**config.mk**
```make
export PLATFORM = sky130hd
export DESIGN_NAME = core_sequencer
export DESIGN_NICKNAME = d
export VERILOG_FILES = /design/src/rtl/core_sequencer_pkg.sv /design/src/rtl/core_sequencer_seq_decode.sv /design/src/rtl/core_sequencer.sv
export SDC_FILE = /design/constraint.sdc
export NUM_CORES = 1
export LEC_CHECK = 0
export CAP_MARGIN = 20
export CORE_MARGIN = 5
export CORE_UTILIZATION = 40
export CTS_CLUSTER_DIAMETER = 30
export DETAILED_ROUTE_END_ITERATION = 7
export PLACE_DENSITY = 0.75
export SYNTH_ARGS = -nofsm -noshare
export SYNTH_HDL_FRONTEND = slang
export SYNTH_SLANG_ARGS = --single-unit
```
**constraint.sdc**
```tcl
create_clock -name clk -period 2.1 [get_ports clk]
set_clock_uncertainty 0.05 [all_clocks]
set_input_delay 0.21 -clock clk [delete_from_list [all_inputs] [get_ports clk]]
set_output_delay 0.21 -clock clk [all_outputs]
set_load 0.01 [all_outputs]
```
**src/rtl/core_sequencer_pkg.sv**
```systemverilog
// Shared constants and types for the core bus-master sequencer.
// Opcodes, FSM state encoding, instruction width and idle bus address.
package core_sequencer_pkg;

    localparam int OP_WIDTH       = 3;
    localparam int DATA_WIDTH_DEF = 8;
    localparam int INSTR_WIDTH    = OP_WIDTH + 2 * DATA_WIDTH_DEF;

    // Address driven on the bus whenever no access is in progress.
    localparam int ADDR_IDLE = 0;

    typedef enum logic [OP_WIDTH-1:0] {
        OP_NOP  = 3'd0,
        OP_MOV  = 3'd1,
        OP_LDI  = 3'd2,
        OP_JMP  = 3'd3,
        OP_JZ   = 3'd4,
        OP_JNZ  = 3'd5,
        OP_HALT = 3'd6,
        OP_RSVD = 3'd7
    } opcode_t;

    typedef enum logic [1:0] {
        ST_IDLE  = 2'd0,
        ST_FETCH = 2'd1,
        ST_EXEC  = 2'd2,
        ST_WRITE = 2'd3
    } state_t;

endpackage

```
**src/rtl/core_sequencer_seq_decode.sv**
```systemverilog
// Combinational instruction decoder for core_sequencer.
// Ports: instr (ROM word or ir), re (ALU result) -> a/b fields,
// is_mov/is_ldi/is_halt class flags and jump_taken.
module seq_decode #(
    parameter int DATA_WIDTH  = 8,
    parameter int INSTR_WIDTH = 3 + 2 * DATA_WIDTH
) (
    input  logic [INSTR_WIDTH-1:0] instr,
    input  logic [DATA_WIDTH-1:0]  re,
    output logic [DATA_WIDTH-1:0]  fa,
    output logic [DATA_WIDTH-1:0]  fb,
    output logic                   is_mov,
    output logic                   is_ldi,
    output logic                   is_halt,
    output logic                   jump_taken
);

    import core_sequencer_pkg::*;

    opcode_t op;
    logic    re_zero;

    assign op      = opcode_t'(instr[INSTR_WIDTH-1 -: OP_WIDTH]);
    assign fa      = instr[INSTR_WIDTH-OP_WIDTH-1 -: DATA_WIDTH];
    assign fb      = instr[DATA_WIDTH-1:0];
    assign re_zero = (re == '0);

    always_comb begin
        is_mov     = 1'b0;
        is_ldi     = 1'b0;
        is_halt    = 1'b0;
        jump_taken = 1'b0;
        case (op)
            OP_MOV:  is_mov     = 1'b1;
            OP_LDI:  is_ldi     = 1'b1;
            OP_JMP:  jump_taken = 1'b1;
            OP_JZ:   jump_taken = re_zero;
            OP_JNZ:  jump_taken = !re_zero;
            OP_HALT: is_halt    = 1'b1;
            default: ;
        endcase
    end

endmodule

```
**src/rtl/core_sequencer.sv**
```systemverilog
// Bus-master sequencer: fetches move-style instructions from a sync ROM
// and drives the core address/write-data buses with read/write strobes.
// Ports: clk, rst (sync, active-high), start, busy, halted, rom_addr,
// rom_data, addr_bus, bus_re, bus_we, data_bus_in, data_bus_out, re, pc.
module core_sequencer #(
    parameter int DATA_WIDTH     = 8,
    parameter int ROM_ADDR_WIDTH = 8,
    parameter int INSTR_WIDTH    = 3 + 2 * DATA_WIDTH
) (
    input  logic                      clk,
    input  logic                      rst,
    input  logic                      start,
    output logic                      busy,
    output logic                      halted,
    output logic [ROM_ADDR_WIDTH-1:0] rom_addr,
    input  logic [INSTR_WIDTH-1:0]    rom_data,
    output logic [DATA_WIDTH-1:0]     addr_bus,
    output logic                      bus_re,
    output logic                      bus_we,
    output logic [DATA_WIDTH-1:0]     data_bus_in,
    input  logic [DATA_WIDTH-1:0]     data_bus_out,
    input  logic [DATA_WIDTH-1:0]     re,
    output logic [ROM_ADDR_WIDTH-1:0] pc
);

    import core_sequencer_pkg::*;

    localparam logic [ROM_ADDR_WIDTH-1:0] PC_ONE = 1;
    localparam logic [DATA_WIDTH-1:0] BUS_IDLE = DATA_WIDTH'(ADDR_IDLE);

    state_t                  state;
    logic [INSTR_WIDTH-1:0]  ir;
    logic [DATA_WIDTH-1:0]   mdr;
    logic [INSTR_WIDTH-1:0]  dec_instr;
    logic [DATA_WIDTH-1:0]   fa;
    logic [DATA_WIDTH-1:0]   fb;
    logic                    is_mov;
    logic                    is_ldi;
    logic                    is_halt;
    logic                    jump_taken;

    // rom_data is only valid in EXEC; later states work from ir.
    assign dec_instr = (state == ST_EXEC) ? rom_data : ir;

    seq_decode #(
        .DATA_WIDTH  (DATA_WIDTH),
        .INSTR_WIDTH (INSTR_WIDTH)
    ) u_decode (
        .instr      (dec_instr),
        .re         (re),
        .fa         (fa),
        .fb         (fb),
        .is_mov     (is_mov),
        .is_ldi     (is_ldi),
        .is_halt    (is_halt),
        .jump_taken (jump_taken)
    );

    always_ff @(posedge clk) begin
        if (rst) begin
            state  <= ST_IDLE;
            pc     <= '0;
            ir     <= '0;
            mdr    <= '0;
            halted <= 1'b0;
        end else begin
            case (state)
                ST_IDLE: begin
                    if (start) begin
                        state  <= ST_FETCH;
                        halted <= 1'b0;
                    end
                end
                ST_FETCH: begin
                    state <= ST_EXEC;
                end
                ST_EXEC: begin
                    ir <= rom_data;
                    unique case (1'b1)
                        is_mov: begin
                            mdr   <= data_bus_out;
                            state <= ST_WRITE;
                        end
                        is_ldi: begin
                            mdr   <= fa;
                            state <= ST_WRITE;
                        end
                        jump_taken: begin
                            pc    <= fa[ROM_ADDR_WIDTH-1:0];
                            state <= ST_FETCH;
                        end
                        is_halt: begin
                            pc     <= pc + PC_ONE;
                            halted <= 1'b1;
                            state  <= ST_IDLE;
                        end
                        default: begin
                            pc    <= pc + PC_ONE;
                            state <= ST_FETCH;
                        end
                    endcase
                end
                ST_WRITE: begin
                    pc    <= pc + PC_ONE;
                    state <= ST_FETCH;
                end
                default: state <= ST_IDLE;
            endcase
        end
    end

    // Bus decodes follow the registered state; in EXEC they also follow
    // rom_data, which the synchronous ROM updates on the same edge.
    always_comb begin
        addr_bus    = BUS_IDLE;
        bus_re      = 1'b0;
        bus_we      = 1'b0;
        data_bus_in = '0;
        case (state)
            ST_EXEC: begin
                if (is_mov) begin
                    addr_bus = fa;
                    bus_re   = 1'b1;
                end
            end
            ST_WRITE: begin
                addr_bus    = fb;
                bus_we      = 1'b1;
                data_bus_in = mdr;
            end
            default: ;
        endcase
    end

    assign busy     = (state != ST_IDLE);
    assign rom_addr = pc;

endmodule

```
==> impl_metrics.ini <==
[grt]
grt_start_max_net_pins = 30
grt_pass1_wl_um = 10600
track_usage = 0.183
grt_antenna_before_repair = 0
grt_pass1_vias = 2274
grt_remaining_overflow = 0

[setup_path]
slowest_stage = mux2_4
cpMostUsedCell = buf_6
start_kind = flip-flop
crit_path_max_incr_delay_ns = 0.34
worstReg2RegStart = state[0]
crit_type = reg -> out
crit_fanout = 5
arrival_ns = 2.11
endpoint_kind = output port
cp.required_ns = 1.84
path_cells = inv_2 -> ha_4 -> mux2_4 -> nor3b_4 -> buf_6 -> buf_6 -> a22o_1 -> nand2_1 -> o21ai_1 -> buf_2
timing.critical_path.from = state[0]

[power_and_ir_drop]
power_density_nw_per_um2 = 484
p_leak_nw = 1.35
vdd_ir_drop_max_mv = 0.215

[route]
first_pass_iters = 4
ant_nets = 0
routed_wirelength_um = 6340
drc_errors = 0
viasPerCell = 5.27
drtIter0Drc = 73
post_drt_wl_per_cell_um = 14.9
dr_total_vias = 2233

[logic_synthesis]
synth_top_cell_area_share = 0.357
synth_xor_area_frac = 0.0123
yosysWarnings = 0
synth_seq_cells = 38
synth_area_leaders = dfxtp_1 36%, mux2i_1 8.0%, a22o_1 5.3%
synth_async_sr_flop_share = 0
synthFlopType = dfxtp_1
synth-simple-area-share = 0.252
netlist_area_um2 = 2130
synth_nets = 289
synth_edf_count = 0
synthMuxAreaShare = 0.0915
ys_types = 44
synth.largest_area_cell = dfxtp_1
ys_seq_area_frac = 0.357
synth_top_family_by_area = simple AND/OR/NAND/NOR gates
synthAdderAreaFrac = 0.0293
syn_inst = 246
synth_compound_area_frac = 0.194
syn_avg_cell_area_um2 = 8.67

[run]
max-cap-violations = 0

[sta]
final-hold-violation-count = 0
rsz0062_at_grt = yes
max-slew-margin-rel = 0.717
setup_viol = 16
timing.final.crit_share = 1.13
fin_crit_ns = 2.37
fmax_ghz = 0.422
setup_ws_ns = -0.269
drv_slew = 0
max_slew.worst_pin.slew_ns = 0.412

[clock_tree]
cts_sinks = 38
clk_latency_ns = 0.29
cts_buffers = 5
clk_pin_slew_worst_paths_ns = 0.07
cts_root_buf = clkbuf_8
max-clock-path-buffers = 2
cts_tree = yes
hold_buffers = 0
htree_levels = 2

[place]
place_congestion = 0.820
post-place-ws_ns = -0.462
dp_hpwl_um = 4530
io_buffers = 73

[cells_and_area]
utilization = 0.655
diodes = 0
drive_above_1_share = 0.246
final_nets = 396
final_common_cell = clkdlybuf4s50_1
mostFrequentLayoutCells = 55 x clkdlybuf4s50_1, 42 x buf_4, 36 x dfxtp_1
area.growth.synth_to_final_pct = 57.8

[die]
rows = 26
die_h_um = 83.0
die-area_um2 = 6890
dieWidth_um = 83.0
coreArea_um2 = 5140
initial_utilization = 0.415
boundaryPins = 74

[hold_path]
hold_class = reg -> reg
min_from = mdr[6]

[run_status]
status = finished with violations
violations = negative setup slack
==> sequential cells by signal, indices dropped and copies added (netlist names) <==
name / cells
pc: 8
mdr: 8
halted: 1
state: 2
ir: 19
==> metal layers <==
layer  global-route usage  wire, um  share of wire
met1                0.231      2780           0.44
met2                0.305      2950           0.47
met3               0.0485       501          0.079
met4               0.0505       101          0.016
met5                    0         0              0
==> critical path, delay by kind of cell, from the launching register on <==
kind,cells,cell delay (ns)
buf+inv,4,0.46
mux,1,0.34
simple gates,2,0.34
flops,1,0.33
compound gates,2,0.19
fa+ha+maj,1,0.16
==> kinds of logic (layout without fill, tap and decap cells) <==
logic type	Yosys count	in the layout
simple gates	98	98
compound gates	57	57
flops	38	38
buf+inv	26	134
mux	19	19
fa+ha+maj	5	5
xor+xnor	3	3
==> area by class of cell <==
class                           count  area (um2)
Clock buffer                        7        86.3
Clock inverter                      1        5.00
Fill cell                         466        1780
Inverter                            3        11.3
Multi-Input combinational cell    182        1300
Sequential cell                    38         763
Tap cell                           70        87.6
Timing Repair Buffer              123        1110
==> stage by stage <==
| stage | setup TNS [ns] | power (mW) | std cells | hold slack, ns | instance area, um2 |
|---|---|---|---|---|---|
| floorplan | 0 | 0.914 | 246 | 0.244 | 2150 |
| global placement | -4.91 | 1.08 | 398 | 0.387 | 3090 |
| detailed placement | -5.46 | 1.09 | 398 | 0.392 | 3090 |
| CTS | -2.58 | 1.62 | 418 | 0.403 | 3270 |
| global route | -5.16 | 1.70 | 424 | 0.425 | 3360 |
| finish | -3.05 | 1.63 | 424 | 0.402 | 3360 |
==> final timing paths <==
check	cells after the start	slack [ns]	end
worst max register to register	11	-0.25	pc[6]
worst max-delay path	10	-0.27	addr_bus[2]
worst min-delay path	2	0.40	mdr[6]
worst min register to register	2	0.40	mdr[6]
==> timing repair <==
| action | 4_1_cts | 5_1_grt |
|---|---|---|
| hold endpoints to repair | 0 | 0 |
| setup buffers | 12 | 7 |
| pin swaps | 10 | 6 |
| setup endpoints to repair | 22 | 19 |
| resized for setup | 51 | 12 |
==> power by group <==
part	total (mW)	internal (mW)	switching (mW)
Sequential	0.755	0.741	0.0136
Clock	0.516	0.265	0.251
Combinational	0.356	0.202	0.155
Total	1.63	1.21	0.420
==> cells in the mapped netlist (4+ instances only) <==
master	instances
a21oi_1	12
a22o_1	13
a22oi_1	6
a31oi_1	4
and2_1	8
buf_4	10
clkbuf_1	8
dfxtp_1	38
ha_1	5
mux2i_1	17
nand2_1	29
nand3b_1	6
nor2_1	26
nor2b_1	5
nor3b_1	4
o211ai_1	8
or2_2	5
or4_1	4
Power figures use the tool's default switching activity.
